[config.mk]
export PLATFORM = sky130hd
export DESIGN_NAME = mult_sequencer
export DESIGN_NICKNAME = d
export VERILOG_FILES = /design/src/rtl/mult_pkg.sv /design/src/rtl/mult_shift_add.sv /design/src/rtl/mult_sequencer.sv
export SDC_FILE = /design/constraint.sdc
export NUM_CORES = 1
export LEC_CHECK = 0
export CAP_MARGIN = 15
export CORE_AREA = 2 2 147 149
export DETAILED_ROUTE_END_ITERATION = 16
export DIE_AREA = 0 0 149 151
export GPL_TIMING_DRIVEN = 1
export HOLD_SLACK_MARGIN = 0.03
export PLACE_DENSITY = 0.85
export SLEW_MARGIN = 25
export SYNTH_ARGS = -nofsm -noshare
export SYNTH_HDL_FRONTEND = slang
export SYNTH_HIERARCHICAL = 1
export SYNTH_SLANG_ARGS = --single-unit
[constraint.sdc]
create_clock -name clk -period 11.07 [get_ports clk]
set_clock_uncertainty 0.05 [all_clocks]
set_input_delay 1.107 -clock clk [delete_from_list [all_inputs] [get_ports clk]]
set_output_delay 1.107 -clock clk [all_outputs]
set_load 0.05 [all_outputs]
[src/rtl/mult_pkg.sv]
// Shared definitions for the multi-cycle multiply unit: default sizes, FSM encoding
// and the decoder out_select codes that identify MFHI/MFLO.
package mult_pkg;

    localparam int unsigned MULT_WIDTH = 32;
    localparam int unsigned MULT_CNT_W = 6;

    localparam logic [1:0] S_IDLE = 2'b00;
    localparam logic [1:0] S_RUN  = 2'b01;
    localparam logic [1:0] S_FIX  = 2'b10;

    localparam logic [1:0] OUT_HI = 2'b10;
    localparam logic [1:0] OUT_LO = 2'b11;

    typedef enum logic [1:0] {
        StIdle = S_IDLE,
        StRun  = S_RUN,
        StFix  = S_FIX
    } mult_state_e;

    // Decoder-side helper: out_select values that read HI or LO.
    function automatic logic is_mf_read(logic [1:0] out_select);
        return (out_select == OUT_HI) || (out_select == OUT_LO);
    endfunction

endpackage

[src/rtl/mult_shift_add.sv]
// Radix-2 shift-add datapath: operand magnitudes, accumulator, W+1-bit adder and
// the HI/LO registers written with the sign-corrected product.
module mult_shift_add
    import mult_pkg::*;
#(
    parameter int unsigned WIDTH = MULT_WIDTH
) (
    input  logic             clk,
    input  logic             reset,
    input  logic             load,
    input  logic             step,
    input  logic             finalize,
    input  logic             mult_sign,
    input  logic [WIDTH-1:0] srca,
    input  logic [WIDTH-1:0] srcb,
    output logic [WIDTH-1:0] hi,
    output logic [WIDTH-1:0] lo
);

    logic [WIDTH-1:0]   mcand_q;
    logic [WIDTH-1:0]   mplier_q;
    logic [WIDTH-1:0]   hi_q;
    logic [WIDTH-1:0]   lo_q;
    logic [2*WIDTH-1:0] acc_q;
    logic               neg_q;

    logic [WIDTH-1:0]   abs_a;
    logic [WIDTH-1:0]   abs_b;
    logic [WIDTH-1:0]   addend;
    logic [WIDTH:0]     sum;
    logic [2*WIDTH-1:0] acc_d;
    logic [2*WIDTH-1:0] product;

    always_comb begin
        // The most negative value maps onto itself, which is its correct unsigned magnitude.
        abs_a   = (mult_sign && srca[WIDTH-1]) ? -srca : srca;
        abs_b   = (mult_sign && srcb[WIDTH-1]) ? -srcb : srcb;
        addend  = mplier_q[0] ? mcand_q : '0;
        sum     = {1'b0, acc_q[2*WIDTH-1:WIDTH]} + {1'b0, addend};
        acc_d   = {sum, acc_q[WIDTH-1:1]};
        product = neg_q ? -acc_q : acc_q;
    end

    always_ff @(posedge clk or posedge reset) begin
        if (reset) begin
            mcand_q  <= '0;
            mplier_q <= '0;
            acc_q    <= '0;
            neg_q    <= 1'b0;
            hi_q     <= '0;
            lo_q     <= '0;
        end else begin
            if (load) begin
                mcand_q  <= abs_a;
                mplier_q <= abs_b;
                acc_q    <= '0;
                neg_q    <= mult_sign & (srca[WIDTH-1] ^ srcb[WIDTH-1]);
            end else if (step) begin
                acc_q    <= acc_d;
                mplier_q <= mplier_q >> 1;
            end
            if (finalize) begin
                {hi_q, lo_q} <= product;
            end
        end
    end

    assign hi = hi_q;
    assign lo = lo_q;

endmodule

[src/rtl/mult_sequencer.sv]
// Multiply sequencer for the pipelined core: IDLE/RUN/FIX control, iteration
// counter and the pipeline stall raised by MFHI/MFLO or MULT while busy.
module mult_sequencer
    import mult_pkg::*;
#(
    parameter int unsigned WIDTH = MULT_WIDTH,
    parameter int unsigned CNT_W = MULT_CNT_W
) (
    input  logic             clk,
    input  logic             reset,
    input  logic             start_mult,
    input  logic             mult_sign,
    input  logic [WIDTH-1:0] srca,
    input  logic [WIDTH-1:0] srcb,
    input  logic             mf_read,
    output logic [WIDTH-1:0] hi,
    output logic [WIDTH-1:0] lo,
    output logic             busy,
    output logic             stall
);

    mult_state_e      state_q;
    mult_state_e      state_d;
    logic [CNT_W-1:0] count_q;
    logic [CNT_W-1:0] count_d;
    logic             load;
    logic             step;
    logic             finalize;

    always_ff @(posedge clk or posedge reset) begin
        if (reset) begin
            state_q <= StIdle;
            count_q <= '0;
        end else begin
            state_q <= state_d;
            count_q <= count_d;
        end
    end

    always_comb begin
        state_d  = state_q;
        count_d  = count_q;
        load     = 1'b0;
        step     = 1'b0;
        finalize = 1'b0;
        busy     = 1'b0;
        unique case (state_q)
            StIdle: begin
                if (start_mult) begin
                    load    = 1'b1;
                    count_d = '0;
                    state_d = StRun;
                end
            end
            StRun: begin
                busy    = 1'b1;
                step    = 1'b1;
                count_d = count_q + CNT_W'(1);
                if (count_q == CNT_W'(WIDTH - 1)) begin
                    state_d = StFix;
                end
            end
            StFix: begin
                busy     = 1'b1;
                finalize = 1'b1;
                state_d  = StIdle;
            end
            default: begin
                state_d = StIdle;
            end
        endcase
        // A start in IDLE is accepted directly, so only a busy unit can stall.
        stall = busy & (mf_read | start_mult);
    end

    mult_shift_add #(
        .WIDTH (WIDTH)
    ) u_shift_add (
        .clk       (clk),
        .reset     (reset),
        .load      (load),
        .step      (step),
        .finalize  (finalize),
        .mult_sign (mult_sign),
        .srca      (srca),
        .srcb      (srcb),
        .hi        (hi),
        .lo        (lo)
    );

endmodule

==> results_dict.tcl, run 1 <==
set metrics [dict create \
    outcome "completed" \
    report.final.slew_viol_count 0 \
    slowest_stage "sky130_fd_sc_hd__or4_1" \
    setup-violations-final 0 \
    worst-setup-path-type "in2reg" \
    die_h_um 151 \
    place_area_sq_mm 0.01380 \
    layout.cell_area.non_filler_sq_mm 0.01469 \
    crit_arrival_ns 4.21 \
    post-route-worst-setup-slack_ns 7.147 \
    reg2reg_depth 12 \
    avgSynthCellArea_sq_um 8.879 \
    synth_edf_count 0 \
    first_pass_iters 5 \
    grt_setup_unrepaired "false" \
    max_slew.worst_pin.slew_ns 0.9042 \
    setup.worst_path.end_class "register" \
    timing.critical_path.max_delay_family "simple AND/OR/NAND/NOR gates" \
    worst-r2r-setup-slack_ns 7.28 \
    timing.critical_path.depth 9 \
    worst_setup_hold_path_clk_slew_ns 0.06 \
    total_switching_power_mw 1.353 \
    cell_variety_after_synth 68 \
    synthTopCellsByArea "sky130_fd_sc_hd__dfrtp_1 (41%), sky130_fd_sc_hd__xor2_1 (7.0%), sky130_fd_sc_hd__a21oi_1 (6.2%)" \
    final_layout_size_suffix_gt1_share_pct 4.749 \
    number_of_buffers_inserted_by_port_buffering 134 \
    numCtsBuffers 22 \
    syn_area_sq_mm 0.01232 \
    detail_route.wl_per_cell_um 16.20 \
    maximum_vdd_drop_uv 114.9 \
    placeableCoreArea_sq_mm 0.02082 \
    post-synth-top-area-fraction_pct 40.84 \
    internal_power_mw 2.062 \
    cellLeakagePower_nw 6.577 \
    antenna_violations_before_repair 0 \
    start_util_pct 59.15 \
    route.detailed.drc 0 \
    worstHoldPathType "reg2reg" \
    flow.area_growth_from_synthesis_pct 19.26 \
    pwr-share-seq_pct 32.3 \
    die_x_um 149 \
    cp_num_buf_inv 1 \
    worstSkewPairLatency_ns 0.50 \
    post_cts_resized 0 \
    relSlewSlack_pct 39.72 \
    global_route_wire_length_before_repair_um 47810 \
    clock_root_buffer "sky130_fd_sc_hd__clkbuf_16" \
    ioPinCount 135 \
    gp_congestion 0.9098 \
    number_of_maximum_capacitance_violations 0 \
    postSynth.asyncResetShare_pct 100.0 \
    cts_setup_buffers 0 \
    yosysTopAreaCell "sky130_fd_sc_hd__dfrtp_1" \
    combinationalPowerShare_pct 43.2 \
    detailedPlacementHpwl_um 20320 \
    dp_worst_setup_slack_ns 6.778 \
    net_switching_fraction_of_the_power_pct 39.62 \
    finalWirelength_um 28670 \
    insertedDiodeCount 0 \
    core.rowCount 53 \
    syn_inst 1387 \
    postSynth.topFlopCell "sky130_fd_sc_hd__dfrtp_1" \
    first_iter_violations 718 \
    via_count 10380 \
    routed_via_density 5.866 \
    p_clk_share_pct 24.5 \
    register_bit_total_from_synthesis 201 \
    hold_violations 0 \
    sum_of_overflow_across_all_layers_after_global_routing 0 \
    worstHoldPathCells 1 \
    cts_max_level 1 \
    synth_nets 1496 \
    power_density_relative_to_cell_area_mw_per_mm2 232.5 \
    post_route_minimum_period_ns 3.923 \
    tritoncts_num_sinks 201 \
    finalCritPeriodShare_pct 35.43 \
    final.fill_count 1591 \
    dieArea_sq_mm 0.02250 \
    maximum_clock_path_buffer_count 3 \
    cts_tree "done" \
    via_count_of_the_first_global_routing_pass 9808 \
    ys.warnings.count 6 \
    pin_count_of_the_biggest_net_entering_global_routing 123 \
    timing.critical_path.cells "clkdlybuf4s50_1 -> nor4_1 -> nand2b_1 -> or4_1 -> nor3_1 -> nand2_1 -> o41ai_1 -> xor2_1 -> a21oi_1" \
    final_core_occ_pct 70.54 \
    cp_slowest_stage_delay_ns 0.50 \
    post-place-cells 1729 \
    critPathRequiredTime_ns 11.36 \
    cts_hold_buffers 0 \
    drt.antenna.violating_nets 0 \
    timing.setup.tns_ns 0 \
    crit_fanout 5 \
    most-common-layout-cells "sky130_fd_sc_hd__nor2_1 (201), sky130_fd_sc_hd__dfrtp_1 (201), sky130_fd_sc_hd__a21oi_1 (152)" \
    timing.critical_path.from_type "input pin" \
    synth_sequential_area_ratio_pct 40.84 \
    groute.usage.overall_pct 25.73 \
    clock.fmax_ghz 0.2549 \
    stdcell_count 1770 \
    design.final.nets 1588 \
]
## cells in the mapped netlist, types with 17 or more instances
cell type	n
sky130_fd_sc_hd__a21oi_1	152
sky130_fd_sc_hd__a31oi_1	17
sky130_fd_sc_hd__and2_1	38
sky130_fd_sc_hd__clkbuf_1	61
sky130_fd_sc_hd__dfrtp_1	201
sky130_fd_sc_hd__ha_1	39
sky130_fd_sc_hd__inv_1	29
sky130_fd_sc_hd__mux2i_1	70
sky130_fd_sc_hd__nand2_1	88
sky130_fd_sc_hd__nor2_1	202
sky130_fd_sc_hd__nor3_1	17
sky130_fd_sc_hd__o21ai_0	82
sky130_fd_sc_hd__o31ai_1	28
sky130_fd_sc_hd__or3_1	21
sky130_fd_sc_hd__xnor2_1	49
sky130_fd_sc_hd__xor2_1	98
## routing by layer
layer,GRT usage [%],wire length (um)
met1,36.73,13140
met2,40.99,13160
met3,3.012,1495
met4,8.952,881
met5,0,0
## state kept, by name, indices dropped and copies added, names as in the netlist
signal,count
u_shift_add/lo,32
u_shift_add/acc_q,64
count_q,6
state_q,2
u_shift_add/hi,32
u_shift_add/mplier_q,32
u_shift_add/mcand_q,32
u_shift_add/neg_q,1
## per-stage QoR
| step | power, mW | hold WS (ns) |
|---|---|---|
| detailed placement | 2.549 | 0.4452 |
| finish | 3.414 | 0.4588 |
| floorplan | 2.195 | 0.4155 |
| CTS | 3.406 | 0.4567 |
| global route | 3.639 | 0.4743 |
| global placement | 2.508 | 0.4256 |
## cell families after synthesis
| kind of cell | after synthesis | synth area share, % |
|---|---|---|
| and+or+nand+nor | 465 | 17.95 |
| muxes | 72 | 5.872 |
| buffers and inverters | 102 | 3.129 |
| adders and majority gates | 40 | 4.125 |
| xor gates and xnor gates | 147 | 10.45 |
| AOI/OAI and AO/OA | 360 | 17.63 |
| DFF | 201 | 40.84 |
## area by class of cell
class	count	area (sq um)	share of cell area, %
multi-input cells	1084	6928	47.17
repair buffers	141	1418	9.652
clock buffers	28	634.4	4.319
well taps	275	344.1	2.343
inverters	29	118.9	0.8093
flip-flops and latches	201	5030	34.24
clock inverters	12	215.2	1.465
## final timing paths
path,from,endpoint
worst max register to register,u_shift_add/mplier_q[0],u_shift_add/acc_q[61]
worst max-delay path,srcb[4],u_shift_add/mplier_q[25]
worst min-delay path,u_shift_add/lo[0],u_shift_add/lo[0]
worst min register to register,u_shift_add/lo[0],u_shift_add/lo[0]
max in group asynchronous,reset,u_shift_add/lo[31]
min in group asynchronous,reset,count_q[1]
## power groups by stage
stage	combinational, mW	sequential [mW]	clock, mW
finish	1.48	1.10	0.836
global route	1.63	1.13	0.882
CTS	1.46	1.10	0.852
detailed placement	1.44	1.11	0
global placement	1.41	1.10	0
floorplan	1.12	1.07	0
No activity file was read; power rests on OpenSTA's default activity.
==> run 2: changes to the inputs <==
--- a/config.mk
+++ b/config.mk
@@ -6,12 +6,12 @@
 export NUM_CORES = 1
 export LEC_CHECK = 0
 export CAP_MARGIN = 15
-export CORE_AREA = 2 2 147 149
+export CORE_AREA = 2 2 149 151
 export DETAILED_ROUTE_END_ITERATION = 16
-export DIE_AREA = 0 0 149 151
+export DIE_AREA = 0 0 151 153
 export GPL_TIMING_DRIVEN = 1
 export HOLD_SLACK_MARGIN = 0.03
-export PLACE_DENSITY = 0.85
+export PLACE_DENSITY = 0.83
 export SLEW_MARGIN = 25
 export SYNTH_ARGS = -nofsm -noshare
 export SYNTH_HDL_FRONTEND = slang
==> constraint.sdc (replaced) <==
create_clock -name clk -period 4.1 [get_ports clk]
set_clock_uncertainty 0.05 [all_clocks]
set_input_delay 0.41 -clock clk [delete_from_list [all_inputs] [get_ports clk]]
set_output_delay 0.41 -clock clk [all_outputs]
set_load 0.05 [all_outputs]
==> run 2 against run 1 <==
- hold slack got worse by 0.26 ns
- via count decreased by 0.39%
- clock-buffer cell count unchanged
- global-route usage decreased by 1.4 points
- die area increased by 2.7%
- combinational power increased to 2.8 times the previous value
- sequential cell count unchanged
- design area decreased by 0.64%
- power increased to 2.6 times the previous value
- clock power increased by 120%
- critical endpoint is now u_shift_add/hi[27]
==> results_dict.tcl, run 2 (synthesis results as in run 1) <==
set metrics [dict create \
    final_core_occ_pct 67.92 \
    via_count_of_the_first_global_routing_pass 9618 \
    maximum_clock_path_buffer_count 3 \
    groute.layer.met3.usage_pct 2.478 \
    worst_setup_hold_path_clk_slew_ns 0.06 \
    finalCritPeriodShare_pct 85.47 \
    detailedPlacementHpwl_um 20590 \
    power_mw 8.834 \
    first_iter_violations 765 \
    worst-setup-path-type "reg2reg" \
    die_x_um 151 \
    insertedDiodeCount 0 \
    clock.fmax_ghz 0.2854 \
    number_of_maximum_capacitance_violations 0 \
    hold_violations 0 \
    most_frequent_standard_cell_in_the_layout_excluding_fill_and_tap_cells "sky130_fd_sc_hd__nor2_1" \
    die_h_um 153 \
    tritoncts_num_sinks 201 \
    worstHoldPathType "in2async" \
    most-common-layout-cells "sky130_fd_sc_hd__nor2_1 (202), sky130_fd_sc_hd__dfrtp_1 (201), sky130_fd_sc_hd__a21oi_1 (152)" \
    via_count 10340 \
    stdcell_count 1781 \
    placeableCoreArea_sq_mm 0.02149 \
    cellLeakagePower_nw 6.543 \
    start_util_pct 57.32 \
    drt.antenna.violating_nets 0 \
    timing.setup.tns_ns 0 \
    setup-violations-final 0 \
    sum_of_overflow_across_all_layers_after_global_routing 0 \
    cts_tree "done" \
    crit_fanout 5 \
    groute.usage.overall_pct 24.38 \
    power_density_relative_to_cell_area_mw_per_mm2 605.3 \
    gr-usage-met1_pct 34.95 \
    routed_via_density 5.807 \
    post_cts_resized 0 \
    global_route.peak_usage_layer "met2" \
    cts_setup_buffers 0 \
    flow.area_growth_from_synthesis_pct 18.50 \
    reg2reg_depth 8 \
    detail_route.wl_per_cell_um 16.09 \
    clock_root_buffer "sky130_fd_sc_hd__clkbuf_16" \
    cts_hold_buffers 0 \
    critPathRequiredTime_ns 4.42 \
    final_layout_size_suffix_gt1_share_pct 4.930 \
    gp_congestion 0.9680 \
    number_of_buffers_inserted_by_port_buffering 134 \
    post_route_minimum_period_ns 3.504 \
    core.rowCount 54 \
    finalWirelength_um 28660 \
    regMostFlops "u_shift_add/acc_q" \
    outcome "completed" \
    max_slew.worst_pin.slew_ns 0.6877 \
    maximum_vdd_drop_uv 295.7 \
    crit_arrival_ns 3.82 \
    report.final.slew_viol_count 0 \
    global_route_wire_length_before_repair_um 46820 \
    cts_max_level 1 \
    route.detailed.drc 0 \
    design.final.nets 1598 \
    ioPinCount 135 \
    first_pass_iters 5 \
    largest_reg_flops 64 \
    grt_setup_unrepaired "false" \
    relSlewSlack_pct 54.15 \
    setup.worst_path.end_class "register" \
    timing.critical_path.from_type "register" \
    worstSkewPairLatency_ns 0.50 \
    grtUsageMet2_pct 40.15 \
    pin_count_of_the_biggest_net_entering_global_routing 161 \
    dieArea_sq_mm 0.02310 \
    numCtsBuffers 21 \
    post-place-cells 1746 \
    antenna_violations_before_repair 0 \
]
run 2: worst max-delay path, cell delays in order, from the launching register on:
cell and delay (ns):
sky130_fd_sc_hd__dfrtp_1 0.44, sky130_fd_sc_hd__or4_4 0.54, sky130_fd_sc_hd__or4_4 0.44, sky130_fd_sc_hd__or4_4 0.45, sky130_fd_sc_hd__or4_4 0.45, sky130_fd_sc_hd__or3_4 0.42, sky130_fd_sc_hd__o41ai_2 0.32, sky130_fd_sc_hd__xor2_1 0.17
sky130_fd_sc_hd__a21oi_1 0.08
run 2: final cells by class:
class                      count  area [sq um]
timing repair buffer         152          1514
fill                        1709          6892
multi-input combinational   1084          6925
clock inverter                 7         67.56
sequential                   201          5030
tap                          280         350.3
inverter                      29         115.1
clock buffer                  28         591.8
run 2: worst paths after layout:
check,start,end,slack (ns)
worst max-delay path,u_shift_add/acc_q[37],u_shift_add/hi[27],0.60
worst min-delay path,reset,count_q[3],0.20
worst max register to register,u_shift_add/acc_q[37],u_shift_add/hi[27],0.60
worst min register to register,u_shift_add/mcand_q[0],u_shift_add/mcand_q[0],0.45
max in group asynchronous,reset,u_shift_add/lo[13],2.85
min in group clk,u_shift_add/mcand_q[0],u_shift_add/mcand_q[0],0.45
run 2: routing by layer:
| layer | share of wire [%] | wire length, um | up-vias |
|---|---|---|---|
| li1 | - | - | 5106 |
| met1 | 46 | 13130 | 4884 |
| met5 | 0 | 0 | - |
| met2 | 47 | 13430 | 310 |
| met3 | 5.3 | 1529 | 42 |
| met4 | 2.0 | 569 | 0 |
run 2: report_power, final:
part | internal (mW) | total, mW | switching, mW | leakage [nW]
combinational | 1.66 | 4.07 | 2.41 | 3.59
sequential | 2.48 | 2.93 | 0.450 | 2.62
clock | 1.07 | 1.83 | 0.758 | 0.330
run 2: through the flow:
stage | hold WS, ns | area, sq um | worst slack [ns]
final | 0.2000 | 14590 | 0.5958
after global routing | 0.2432 | 14590 | 0.4049
after CTS | 0.1920 | 14590 | 0.6037
after detailed placement | 0.4517 | 13930 | 0.6272
after global placement | 0.4397 | 13930 | 0.6808
after floorplan | 0.1757 | 12320 | 0.7594
==> run 3: changes to the inputs <==
--- a/config.mk
+++ b/config.mk
@@ -6,12 +6,13 @@
 export NUM_CORES = 1
 export LEC_CHECK = 0
 export CAP_MARGIN = 15
-export CORE_AREA = 2 2 149 151
+export CORE_AREA = 2 2 148 150
+export CTS_BUF_LIST = sky130_fd_sc_hd__clkbuf_2 sky130_fd_sc_hd__clkbuf_4 sky130_fd_sc_hd__clkbuf_8
 export DETAILED_ROUTE_END_ITERATION = 16
-export DIE_AREA = 0 0 151 153
+export DIE_AREA = 0 0 150 152
 export GPL_TIMING_DRIVEN = 1
 export HOLD_SLACK_MARGIN = 0.03
-export PLACE_DENSITY = 0.83
+export PLACE_DENSITY = 0.84
 export SLEW_MARGIN = 25
 export SYNTH_ARGS = -nofsm -noshare
 export SYNTH_HDL_FRONTEND = slang
==> constraint.sdc (replaced) <==
create_clock -name clk -period 4.1 [get_ports clk]
set_clock_uncertainty 0.05 [all_clocks]
set_input_delay 0.41 -clock clk [delete_from_list [all_inputs] [get_ports clk]]
set_output_delay 0.41 -clock clk [all_outputs]
set_load 0.01 [all_outputs]
==> run 3 against run 2 <==
- hold slack worse by 0.026 ns
- sequential power hardly changed
- design area hardly changed
- core utilization is 0.42 points higher
- fmax is 0.44% lower
- die area is 1.3% lower
- global-route usage is 0.80 points higher
- combinational power is 4% lower
- clock power is 2% lower
- non-clock buffer count is 4 lower
- power is 1.8% lower
- critical path depth stayed put
- critical endpoint is now u_shift_add/hi[24]
==> results_dict.tcl, run 3 (synthesis results as in run 1) <==
set metrics [dict create \
    total_switching_power_mw 3.514 \
    timing.critical_path.max_delay_family "simple AND/OR/NAND/NOR gates" \
    gp_congestion 0.9483 \
    pwr-share-seq_pct 34.1 \
    post_cts_resized 0 \
    net_switching_fraction_of_the_power_pct 40.50 \
    tritoncts_num_sinks 201 \
    cp_num_buf_inv 0 \
    grt_setup_unrepaired "false" \
    first_iter_violations 711 \
    final_core_occ_pct 68.34 \
    number_of_maximum_capacitance_violations 0 \
    layout.cell_area.non_filler_sq_mm 0.01459 \
    power_density_relative_to_cell_area_mw_per_mm2 594.6 \
    timing.critical_path.cells "or4_4 -> or4_4 -> or4_4 -> or4_4 -> or3_1 -> o31ai_1 -> xor2_1 -> a21oi_1" \
    final_layout_size_suffix_gt1_share_pct 6.192 \
    design.final.nets 1607 \
    crit_arrival_ns 3.86 \
    place_area_sq_mm 0.01390 \
    groute.layer.met3.usage_pct 3.393 \
    dieArea_sq_mm 0.02280 \
    via_count_of_the_first_global_routing_pass 9861 \
    grtUsageMet2_pct 40.62 \
    placeableCoreArea_sq_mm 0.02135 \
    regMostFlops "u_shift_add/acc_q" \
    post_route_minimum_period_ns 3.519 \
    combinationalPowerShare_pct 45.2 \
    numCtsBuffers 34 \
    die_x_um 150 \
    detailedPlacementHpwl_um 20590 \
    number_of_buffers_inserted_by_port_buffering 134 \
    critPathRequiredTime_ns 4.45 \
    maximum_vdd_drop_uv 249.8 \
    p_clk_share_pct 20.7 \
    most-common-layout-cells "sky130_fd_sc_hd__nor2_1 (202), sky130_fd_sc_hd__dfrtp_1 (201), sky130_fd_sc_hd__a21oi_1 (152)" \
    stdcell_count 1798 \
    crit_fanout 4 \
    antenna_violations_before_repair 0 \
    detail_route.wl_per_cell_um 15.98 \
    die_h_um 152 \
    first_pass_iters 5 \
    finalWirelength_um 28730 \
    routed_via_density 5.769 \
    worst-setup-path-type "reg2reg" \
    sum_of_overflow_across_all_layers_after_global_routing 0 \
    route.detailed.drc 0 \
    worst_setup_hold_path_clk_slew_ns 0.06 \
    worstHoldPathType "in2async" \
    internal_power_mw 5.162 \
    worstSkewPairLatency_ns 0.52 \
    setup-violations-final 0 \
    report.final.slew_viol_count 0 \
    outcome "completed" \
    cts_max_level 2 \
    clock.fmax_ghz 0.2841 \
    cp_common_cell "sky130_fd_sc_hd__or4_4" \
    clock_root_buffer "sky130_fd_sc_hd__clkbuf_8" \
    start_util_pct 57.68 \
    timing.critical_path.from_type "register" \
    core.rowCount 54 \
    global_route_wire_length_before_repair_um 47800 \
    cellLeakagePower_nw 6.557 \
    drt.antenna.violating_nets 0 \
    max_slew.worst_pin.slew_ns 0.7238 \
    pin_count_of_the_biggest_net_entering_global_routing 194 \
    relSlewSlack_pct 51.75 \
    cts_setup_buffers 0 \
    timing.setup.tns_ns 0 \
    cp_slowest_stage_delay_ns 0.57 \
    flow.area_growth_from_synthesis_pct 18.48 \
    insertedDiodeCount 0 \
    groute.usage.overall_pct 25.18 \
    hold_violations 0 \
    most_frequent_standard_cell_in_the_layout_excluding_fill_and_tap_cells "sky130_fd_sc_hd__nor2_1" \
    via_count 10370 \
    post-route-worst-setup-slack_ns 0.5805 \
    post-place-cells 1741 \
    gr-usage-met1_pct 35.93 \
    cts_tree "done" \
    maximum_clock_path_buffer_count 3 \
    setup.worst_path.end_class "register" \
    slowest_stage "sky130_fd_sc_hd__or4_4" \
    ioPinCount 135 \
    cts_hold_buffers 0 \
    dp_worst_setup_slack_ns 0.6004 \
    final.fill_count 1719 \
    global_route.peak_usage_layer "met2" \
    finalCritPeriodShare_pct 85.84 \
    largest_reg_flops 64 \
]
run 3: cell count changes in the layout (fill, tap and decap cells not counted), sizes merged:
cell | before | now
clkinvlp | 1 | 2
inv | 29 | 28
clkinv | 5 | 3
clkbuf | 28 | 51
buf | 18 | 14
run 3: final timing paths:
| kind | cells after the start | slack (ns) | endpoint | from |
|---|---|---|---|---|
| worst max-delay path | 8 | 0.58 | u_shift_add/hi[24] | u_shift_add/acc_q[38] |
| worst min-delay path | 2 | 0.17 | state_q[0] | reset |
| worst max register to register | 8 | 0.58 | u_shift_add/hi[24] | u_shift_add/acc_q[38] |
| worst min register to register | 1 | 0.44 | u_shift_add/mplier_q[31] | u_shift_add/mplier_q[31] |
| max in group asynchronous | 4 | 2.76 | u_shift_add/neg_q | reset |
| min in group clk | 1 | 0.44 | u_shift_add/mplier_q[31] | u_shift_add/mplier_q[31] |
run 3: area by class of cell:
type                       instances  area (sq um)  share of cell area [%]
clock buffer                      51         614.3                   4.210
clock inverter                     5         52.55                  0.3601
inverter                          29         115.1                  0.7889
multi-input combinational       1084          6925                   47.46
sequential                       201          5030                   34.47
tap                              280         350.3                   2.401
timing repair buffer             148          1504                   10.31
run 3: per-stage QoR:
step / power [mW] / hold slack (ns)
finish: 8.676 / 0.1744
global route: 9.300 / 0.2030
CTS: 8.673 / 0.1689
detailed placement: 6.839 / 0.4348
global placement: 6.716 / 0.4265
floorplan: 5.803 / 0.1757
run 3: per-layer routing:
| layer | up-vias | share of wire, % |
|---|---|---|
| li1 | 5129 | - |
| met1 | 4890 | 46 |
| met5 | - | 0 |
| met3 | 38 | 5.5 |
| met2 | 315 | 47 |
| met4 | 0 | 1.7 |
run 3: power by group through the flow:
stage | sequential, mW | combinational, mW | clock, mW
floorplan | 2.81 | 3.00 | 0
global placement | 2.95 | 3.77 | 0
detailed placement | 2.98 | 3.86 | 0
CTS | 2.95 | 3.89 | 1.84
global route | 3.02 | 4.35 | 1.93
finish | 2.96 | 3.92 | 1.79
